==> src/rtl/bullet_pool.sv <==
// ============================================================================
// bullet_pool : fixed pool of projectile slots with spawn, flight, hit and
//               per-pixel circular rendering.          Revision 1.0
// ============================================================================
`default_nettype none

module bullet_pool #(
    parameter int NUM_BULLETS = 4,
    parameter int STEP        = 3,
    parameter int SIZE        = 3,
    parameter int X_MAX       = 639,
    parameter int Y_MAX       = 479,
    parameter int COOLDOWN    = 8,
    parameter int HIT_FRAMES  = 4
) (
    input  logic                   Clk,
    input  logic                   Reset,
    input  logic                   frame_tick,
    input  logic                   fire,
    input  logic [3:0]             aim,
    input  logic                   facing,
    input  logic [9:0]             player_x,
    input  logic [9:0]             player_y,
    input  logic [9:0]             player_w,
    input  logic [9:0]             player_h,
    input  logic [9:0]             draw_x,
    input  logic [9:0]             draw_y,
    input  logic [NUM_BULLETS-1:0] hit,
    output logic [NUM_BULLETS-1:0] active,
    output logic                   bullet_on,
    output logic [((NUM_BULLETS > 1) ? $clog2(NUM_BULLETS) : 1)-1:0] bullet_id,
    output logic                   fire_ack,
    output logic                   fire_drop
);

    localparam int IDW = (NUM_BULLETS > 1) ? $clog2(NUM_BULLETS) : 1;
    localparam int HW  = (HIT_FRAMES > 1) ? $clog2(HIT_FRAMES) : 1;
    localparam int CW  = (COOLDOWN > 0) ? $clog2(COOLDOWN + 1) : 1;

    localparam logic [9:0]    STEP_POS = 10'(STEP);
    localparam logic [9:0]    STEP_NEG = 10'(-STEP);
    localparam logic [9:0]    XLIM     = 10'(X_MAX);
    localparam logic [9:0]    YLIM     = 10'(Y_MAX);
    localparam logic [HW-1:0] HIT_INIT = HW'(HIT_FRAMES - 1);
    localparam logic [CW-1:0] CD_INIT  = CW'(COOLDOWN);
    localparam logic [21:0]   R2_FLY   = 22'(SIZE * SIZE);
    localparam logic [21:0]   R2_HIT   = 22'((SIZE + 2) * (SIZE + 2));

    typedef enum logic [1:0] {
        S_IDLE = 2'd0,
        S_FLY  = 2'd1,
        S_HIT  = 2'd2
    } slot_t;

    slot_t         st    [NUM_BULLETS];
    slot_t         st_n  [NUM_BULLETS];
    logic [9:0]    px    [NUM_BULLETS];
    logic [9:0]    px_n  [NUM_BULLETS];
    logic [9:0]    py    [NUM_BULLETS];
    logic [9:0]    py_n  [NUM_BULLETS];
    logic [9:0]    vx    [NUM_BULLETS];
    logic [9:0]    vx_n  [NUM_BULLETS];
    logic [9:0]    vy    [NUM_BULLETS];
    logic [9:0]    vy_n  [NUM_BULLETS];
    logic [HW-1:0] hc    [NUM_BULLETS];
    logic [HW-1:0] hc_n  [NUM_BULLETS];
    logic [NUM_BULLETS-1:0] active_n;

    logic          fire_q;
    logic          fire_edge;
    logic          pending;
    logic [CW-1:0] cd;
    logic [CW-1:0] cd_n;
    logic          found;
    logic          spawn;
    int            sel;
    logic [9:0]    spawn_x;
    logic [9:0]    spawn_y;
    logic [9:0]    spawn_vx;
    logic [9:0]    spawn_vy;

    // Spawn arbitration looks only at slots idle before this tick, so a slot
    // freed on the same tick cannot be reused until the next one.
    always_comb begin
        fire_edge = fire & ~fire_q;
        found     = 1'b0;
        sel       = 0;
        for (int i = NUM_BULLETS - 1; i >= 0; i--) begin
            if (st[i] == S_IDLE) begin
                found = 1'b1;
                sel   = i;
            end
        end
        spawn     = frame_tick & pending & (cd == '0) & found;
        fire_ack  = spawn;
        fire_drop = frame_tick & pending & ~spawn;
        if (spawn)
            cd_n = CD_INIT;
        else if (frame_tick && (cd != '0))
            cd_n = cd - 1'b1;
        else
            cd_n = cd;
    end

    always_comb begin
        spawn_x  = player_x + (player_w >> 1);
        spawn_y  = player_y + (player_h >> 1);
        spawn_vx = facing ? STEP_NEG : STEP_POS;
        spawn_vy = 10'd0;
        case (aim)
            4'd1: begin spawn_vx = 10'd0;    spawn_vy = STEP_NEG; end
            4'd2: begin spawn_vx = STEP_NEG; spawn_vy = 10'd0;    end
            4'd4: begin spawn_vx = STEP_POS; spawn_vy = 10'd0;    end
            4'd5: begin spawn_vx = STEP_NEG; spawn_vy = STEP_NEG; end
            4'd6: begin spawn_vx = STEP_POS; spawn_vy = STEP_NEG; end
            4'd7: begin spawn_vx = STEP_NEG; spawn_vy = STEP_POS; end
            4'd8: begin spawn_vx = STEP_POS; spawn_vy = STEP_POS; end
            default: ;
        endcase
    end

    always_comb begin
        for (int i = 0; i < NUM_BULLETS; i++) begin
            st_n[i] = st[i];
            px_n[i] = px[i];
            py_n[i] = py[i];
            vx_n[i] = vx[i];
            vy_n[i] = vy[i];
            hc_n[i] = hc[i];
            if (frame_tick) begin
                case (st[i])
                    S_IDLE: begin
                        if (spawn && (sel == i)) begin
                            st_n[i] = S_FLY;
                            px_n[i] = spawn_x;
                            py_n[i] = spawn_y;
                            vx_n[i] = spawn_vx;
                            vy_n[i] = spawn_vy;
                        end
                    end
                    S_FLY: begin
                        // Unsigned compare also retires bullets that wrapped below 0.
                        if ((px[i] > XLIM) || (py[i] > YLIM)) begin
                            st_n[i] = S_IDLE;
                        end else if (hit[i]) begin
                            st_n[i] = S_HIT;
                            hc_n[i] = HIT_INIT;
                        end else begin
                            px_n[i] = px[i] + vx[i];
                            py_n[i] = py[i] + vy[i];
                        end
                    end
                    S_HIT: begin
                        if (hc[i] == '0)
                            st_n[i] = S_IDLE;
                        else
                            hc_n[i] = hc[i] - 1'b1;
                    end
                    default: st_n[i] = S_IDLE;
                endcase
            end
            active_n[i] = (st_n[i] != S_IDLE);
        end
    end

    always_ff @(posedge Clk or posedge Reset) begin
        if (Reset) begin
            fire_q  <= 1'b0;
            pending <= 1'b0;
            cd      <= '0;
            active  <= '0;
            for (int i = 0; i < NUM_BULLETS; i++) begin
                st[i] <= S_IDLE;
                px[i] <= '0;
                py[i] <= '0;
                vx[i] <= '0;
                vy[i] <= '0;
                hc[i] <= '0;
            end
        end else begin
            fire_q  <= fire;
            pending <= frame_tick ? fire_edge : (pending | fire_edge);
            cd      <= cd_n;
            active  <= active_n;
            for (int i = 0; i < NUM_BULLETS; i++) begin
                st[i] <= st_n[i];
                px[i] <= px_n[i];
                py[i] <= py_n[i];
                vx[i] <= vx_n[i];
                vy[i] <= vy_n[i];
                hc[i] <= hc_n[i];
            end
        end
    end

    // Squared distance is taken modulo 2^22 on sign-extended deltas; the true
    // value is below 2^21 so the unsigned result is exact.
    always_comb begin
        logic [10:0] dx;
        logic [10:0] dy;
        logic [21:0] dxe;
        logic [21:0] dye;
        logic [21:0] dsq;
        logic [21:0] lim;
        dx        = '0;
        dy        = '0;
        dxe       = '0;
        dye       = '0;
        dsq       = '0;
        lim       = '0;
        bullet_on = 1'b0;
        bullet_id = '0;
        for (int i = NUM_BULLETS - 1; i >= 0; i--) begin
            dx  = {1'b0, draw_x} - {1'b0, px[i]};
            dy  = {1'b0, draw_y} - {1'b0, py[i]};
            dxe = {{11{dx[10]}}, dx};
            dye = {{11{dy[10]}}, dy};
            dsq = dxe * dxe + dye * dye;
            lim = (st[i] == S_HIT) ? R2_HIT : R2_FLY;
            if ((st[i] != S_IDLE) && (dsq <= lim)) begin
                bullet_on = 1'b1;
                bullet_id = IDW'(i);
            end
        end
    end

endmodule

`default_nettype wire
==> config.mk <==
export PLATFORM = sky130hd
export DESIGN_NAME = bullet_pool
export DESIGN_NICKNAME = d
export VERILOG_FILES = /design/src/rtl/bullet_pool.sv
export SDC_FILE = /design/constraint.sdc
export NUM_CORES = 2
export LEC_CHECK = 0
export ABC_AREA = 1
export BUFFER_PORTS_ARGS = -buffer_cell sky130_fd_sc_hd__buf_4
export CORE_MARGIN = 3
export CORE_UTILIZATION = 35
export DETAILED_ROUTE_END_ITERATION = 16
export GPL_ROUTABILITY_DRIVEN = 0
export SKIP_CTS_REPAIR_TIMING = 1
export SLEW_MARGIN = 20
export SYNTH_ARGS = -nofsm -noshare
export SYNTH_HDL_FRONTEND = slang
export SYNTH_SLANG_ARGS = --single-unit
==> constraint.sdc <==
create_clock -name Clk -period 34.6 [get_ports Clk]
set_input_delay 5.19 -clock Clk [delete_from_list [all_inputs] [get_ports Clk]]
set_output_delay 5.19 -clock Clk [all_outputs]
set_load 0.1 [all_outputs]
* Word level (Yosys, flattened, before mapping)
Cells that the tools add are included.
** Operators by class
- $add $sub $neg :: 27
- Multiplexer cells :: 98
- Bitwise operators :: 8
- Reductions and logical operators :: 57
- Multiply operators :: 8
- Divide/modulo/power cells :: 0
- Shift operators :: 0
- Equality and inequality tests :: 38
- Order comparisons :: 12
** Operators by type and width (number)
- 10-bit 2-to-1 mux :: 25
- 10-bit case mux with 2 select lines :: 9
- 11-bit by 11-bit multiplier with 22-bit output :: 8
- 22-bit adder :: 4
- 22-bit by 5-bit less-or-equal comparator with 1-bit output :: 4
- 10-bit by 10-bit subtractor with 11-bit output :: 8
- 10-bit adder :: 8
- 2-bit 2-to-1 mux :: 38
- 32-bit by 3-bit equality test with 1-bit output, second input constant :: 2
- 32-bit 2-to-1 mux :: 2
- 10-bit > comparator, second input constant :: 4
- 10-bit by 9-bit > comparator with 1-bit output, second input constant :: 4
- 5-bit AND reduction :: 8
- 2-bit nonzero test :: 17
- 32-bit by 2-bit equality test with 1-bit output, second input constant :: 1
- 32-bit logical NOT :: 1
- 2-bit inequality test, second input constant :: 16
- 10-bit case mux with 3 select lines :: 1
- 2-bit case mux with 3 select lines :: 4
- 10-bit by 9-bit adder with 10-bit output :: 2
- 5-bit 2-to-1 mux :: 4
- 4-bit by 3-bit equality test with 1-bit output, second input constant :: 4
- 2-bit logical NOT :: 8
- 2-bit case mux with 2 select lines :: 4
- other kinds (20) :: 62
** Storage, ports and cells
- ROM bits :: 0
- Bits in latches :: 0
- Memories :: 0
- Output and inout bits :: 9
- Input bits :: 73
- Bits in writable memories :: 0
- Word-level logic and storage cells :: 276
- Bits in registers :: 186

* Depth between registers and ports, before layout
- Depth in word-level cells :: 11
- Gate-level depth with buffers :: 47
- Depth with buffers taken out :: 47

* Worst setup path after synthesis
No wires, ideal clock.
- Kind :: input to output
- Start point :: input port draw_y[0]
- End point :: output port bullet_id[1] in the netlist's numbering
- Stages :: 41
- Data required time :: 29.410 ns
- Setup slack :: 15.023 ns
- Arrival :: 14.387 ns
- Buffers on the path :: 0
- Cells stage by stage :: inv_1 > ha_1 > inv_1 > fa_1 > a21oi_1 > nor2_1 > o21ai_0 > nand2_1 > nand2_1 > nand2_1 > a21oi_2 > inv_1 > nor2_1 > inv_1 > xor2_1 > inv_1 > ha_1 > inv_1 > [... 5 more ...] > fa_1 > fa_1 > inv_1 > fa_1 > ha_1 > inv_1 > o21ai_0 > nand3_1 > nand2_1 > a21oi_1 > nand2_1 > nand3_1 > nand2_1 > a21oi_1 > o21bai_1 > xor2_1 > nand4_1 > a21oi_1
** Between the ends
- Cells in the longest elaborated chain, start to end :: 9
- Elaborated cells on any way between the ends :: 24
- Those cells by class :: add/sub (8); mul (4); order compare (4); mux (4); reduce/logical (4)
** Ends and longest elaborated chain
- start, declared :: line 27 : input logic [9:0] draw_y,
- 10-bit by 10-bit subtractor with 11-bit output :: line 215 : dy = {1'b0, draw_y} - {1'b0, py[i]};
- 11-bit by 11-bit multiplier with 22-bit output :: line 218 : dsq = dxe * dxe + dye * dye;
- 22-bit adder :: line 218
- 22-bit by 5-bit less-or-equal comparator with 1-bit output :: line 220 : if ((st[i] != S_IDLE) && (dsq <= lim)) begin
- 1-bit logical AND :: line 220
- 2-bit 2-to-1 mux (3 in a row) :: line 220
- 2-bit 2-to-1 mux (*) :: line 220
- end, declared :: line 31 : output logic [((NUM_BULLETS > 1) ? $clog2(NUM_BULLETS) : 1)-1:0] bullet_id,
Every way passes the cells marked *; elsewhere a longest branch is shown, timed or not.

* Worst setup path in the final report
Same ends and word-level chain as after synthesis.

==> metrics.md <==
| Metric | Value |
|---|---|
| Starting Density | `0.353` |
| Final period utilization | `0.594` |
| Ys Warns | `0` |
| Bufs on Longest Clock Path | `2` |
| Vias in the first global route | `36500` |
| Final wirelength | `115000 um` |
| Clock slew at reported path FFs | `0.06 ns` |
| Vias | `34800` |
| Final setup fails | `0` |
| Worst r2r src | `st[1]` |
| Multi-input gate area | `36400 um^2` |
| Worst Setup Path Type | `in2out` |
| FF-to-FF End | `px[7]` |
| Fill cell count | `13500` |
| Avg Synthesized Cell Area | `8.24 um^2` |
| Slowest CP cell | `nor2_1` |
| Vias per Instance | `4.67` |
| Reported max-cap violation count | `0` |
| Post-Syn Nets | `7185` |
| Core ar. | `132000 um^2` |
| CTS Root Cell | `clkbuf_16` |
| Crit Path Max Fanout | `14` |
| Share of cells above drive strength 1 | `0.0375` |
| CP endpoint kind | `output pin` |
| ANT nets after route | `0` |
| Post-route setup TNS | `0 ns` |
| # clock sinks | `130` |
| Commonest non-fill, non-tap cell in the layout | `inv_1` |
| Most frequent cells in the layout | `inv_1 (1725), fa_1 (962), nand2_1 (656)` |
| Largest net degree at the start of global routing | `79` |
| Post-synthesis cell count | `5645` |
| Fin nets | `7238` |
| Outcome | `finished, final reports clean` |
| #FFs+latches synth | `130` |
| Max Freq | `48.6 MHz` |
| Chip height | `371 um` |
| Clock skew | `0.00814 ns` |
| Hold WS | `0.439 ns` |
| Pins over their slew limit | `0` |
| H-Tree Depth | `4` |
| Hold Fails Final Rpt | `0` |
| CP peak stage delay | `0.94 ns` |
| Num CTS Buffers | `17` |
| Clock Latency Late Sink | `0.44 ns` |
| Post-synthesis cell type count | `47` |
| Routed length per instance | `15.4 um` |
| Grt ovf | `0` |
| Synth-to-layout area growth | `7.30%` |
| Post-synth EDFFs | `0` |
| Most used cell, CP | `inv_1` |
| FP Rows | `133` |
| Worst EP arrival | `15.38 ns` |
| Post-synthesis sequential area ratio | `0.0700` |
| Overall Global Routing Usage | `0.174` |
| FF+latch area | `3250 um^2` |
| CTS tree | `done` |
| Final HPWL from detailed placement | `101000 um` |
| Hold endpoint | `pending` |
| DRT iter0 DRCs | `2215` |
| Hold Crit Depth | `1` |
| DRC | `0` |
| Relative slew slack | `0.234` |
| Startpoint Class | `primary input` |
| Async SR Flop Fraction | `1.00` |
| Io pins | `82` |
| Ys flop type | `dfrtp_1` |
| TritonRoute pass-1 iters | `5` |
| Measured slew at the worst slew-check pin | `1.14 ns` |
| Die ar. | `137000 um^2` |
| Final min period | `20.57 ns` |
| RSZ-0062 raised after global routing | `no` |
| Worst R2R Setup Slack | `30.47 ns` |
| Die width | `371 um` |
| Initial antenna violation count | `7` |
| WP data required | `29.41 ns` |
| Port bufs | `79` |
| Hold Startpoint | `fire_q` |
| Netlist Area Pre-Place | `46500 um^2` |
| Hold Path Class | `reg2reg` |
| First-pass GRT wire length | `191000 um` |
| Final core utilization | `0.379` |
| Worst Reg2Reg Path Length in Cells | `14` |
final cells by class:
class                   instances  area share
multi-input cells            3697       0.730
inverters                    1745       0.131
flip-flops and latches        130      0.0652
well taps                    1755      0.0440
repair buffers                107      0.0161
clock buffers                  20     0.00915
clock inverters                12     0.00409
diodes                          2    0.000100
cell usage after synthesis (2+ instances only):
cell type / n / area, um^2
inv_1: 1726 / 6480
fa_1: 962 / 19300
nand2_1: 656 / 2460
nor2_1: 580 / 2180
ha_1: 505 / 6320
o21ai_0: 225 / 1130
a21oi_1: 214 / 1070
dfrtp_1: 130 / 3250
xnor2_1: 104 / 911
xor2_1: 97 / 850
nand3_1: 78 / 390
clkbuf_1: 66 / 248
or2_2: 56 / 350
nand4_1: 31 / 194
o211ai_1: 29 / 218
a31oi_1: 24 / 150
nor3_1: 21 / 105
o21bai_1: 16 / 120
o22ai_1: 16 / 100
a21o_1: 12 / 90.1
clkinv_1: 11 / 41.3
nand3b_1: 11 / 82.6
or2_1: 11 / 68.8
o31ai_1: 10 / 75.1
and2_1: 9 / 56.3
inv_2: 7 / 26.3
buf_2: 6 / 30.0
o21ai_1: 4 / 20.0
a211oi_1: 3 / 22.5
a21oi_2: 3 / 26.3
nor3b_1: 3 / 22.5
a21boi_0: 2 / 15.0
nand2_2: 2 / 12.5
nor4_1: 2 / 12.5
cell families (layout without fill, tap and decap cells):
family / Yosys count / count (layout) / synth area share
buffers and inverters: 1818 / 1884 / 0.147
adders and majority gates: 1467 / 1467 / 0.550
and+or+nand+nor: 1464 / 1464 / 0.128
AOI/OAI and AO/OA: 564 / 564 / 0.0665
xor gates and xnor gates: 202 / 202 / 0.0383
DFF: 130 / 130 / 0.0700
other: 0 / 2 / 0
per-layer routing:
metal	vias to the layer above	share of wire	track usage
met3	107	0.064	0.0266
li1	16700	-	-
met5	-	0.00011	0
met2	778	0.46	0.280
met4	2	0.017	0.0326
met1	17300	0.46	0.250
flip-flops by register name, summed over array words and instances, names as in the netlist:
name     cells
vx          12
pending      1
fire_q       1
px          40
vy          12
st           8
hc           8
active       4
py          40
cd           4
worst max-delay path: cells and delay by family:
family / cells / cell delay [ns]
adders and majority gates: 10 / 4.17
and+or+nand+nor: 17 / 2.92
buffers and inverters: 13 / 1.71
AOI/OAI and AO/OA: 6 / 1.37
worst max-delay path by stage:
stage,start,to,slack (ns),depth (start not counted)
after global routing,draw_y[0],bullet_id[0],13.24,46
after global placement,draw_y[0],bullet_id[0],13.95,46
final,draw_y[0],bullet_id[1],14.03,46
after detailed placement,draw_y[0],bullet_id[0],13.93,46
after CTS,draw_y[0],bullet_id[0],13.91,46
after floorplan,draw_y[0],bullet_id[1],15.02,41
stage by stage:
step	std cells	setup slack, ns	cell area (um^2)
after floorplan	5645	15.02	46500
after global placement	7434	13.95	49200
after detailed placement	7434	13.93	49200
after CTS	7466	13.91	49900
after global routing	7466	13.24	49900
final	7468	14.03	49900
Power is left out: the tool's default activity adds up to more than one toggle a clock period on the data nets, which glitch-free logic cannot reach.
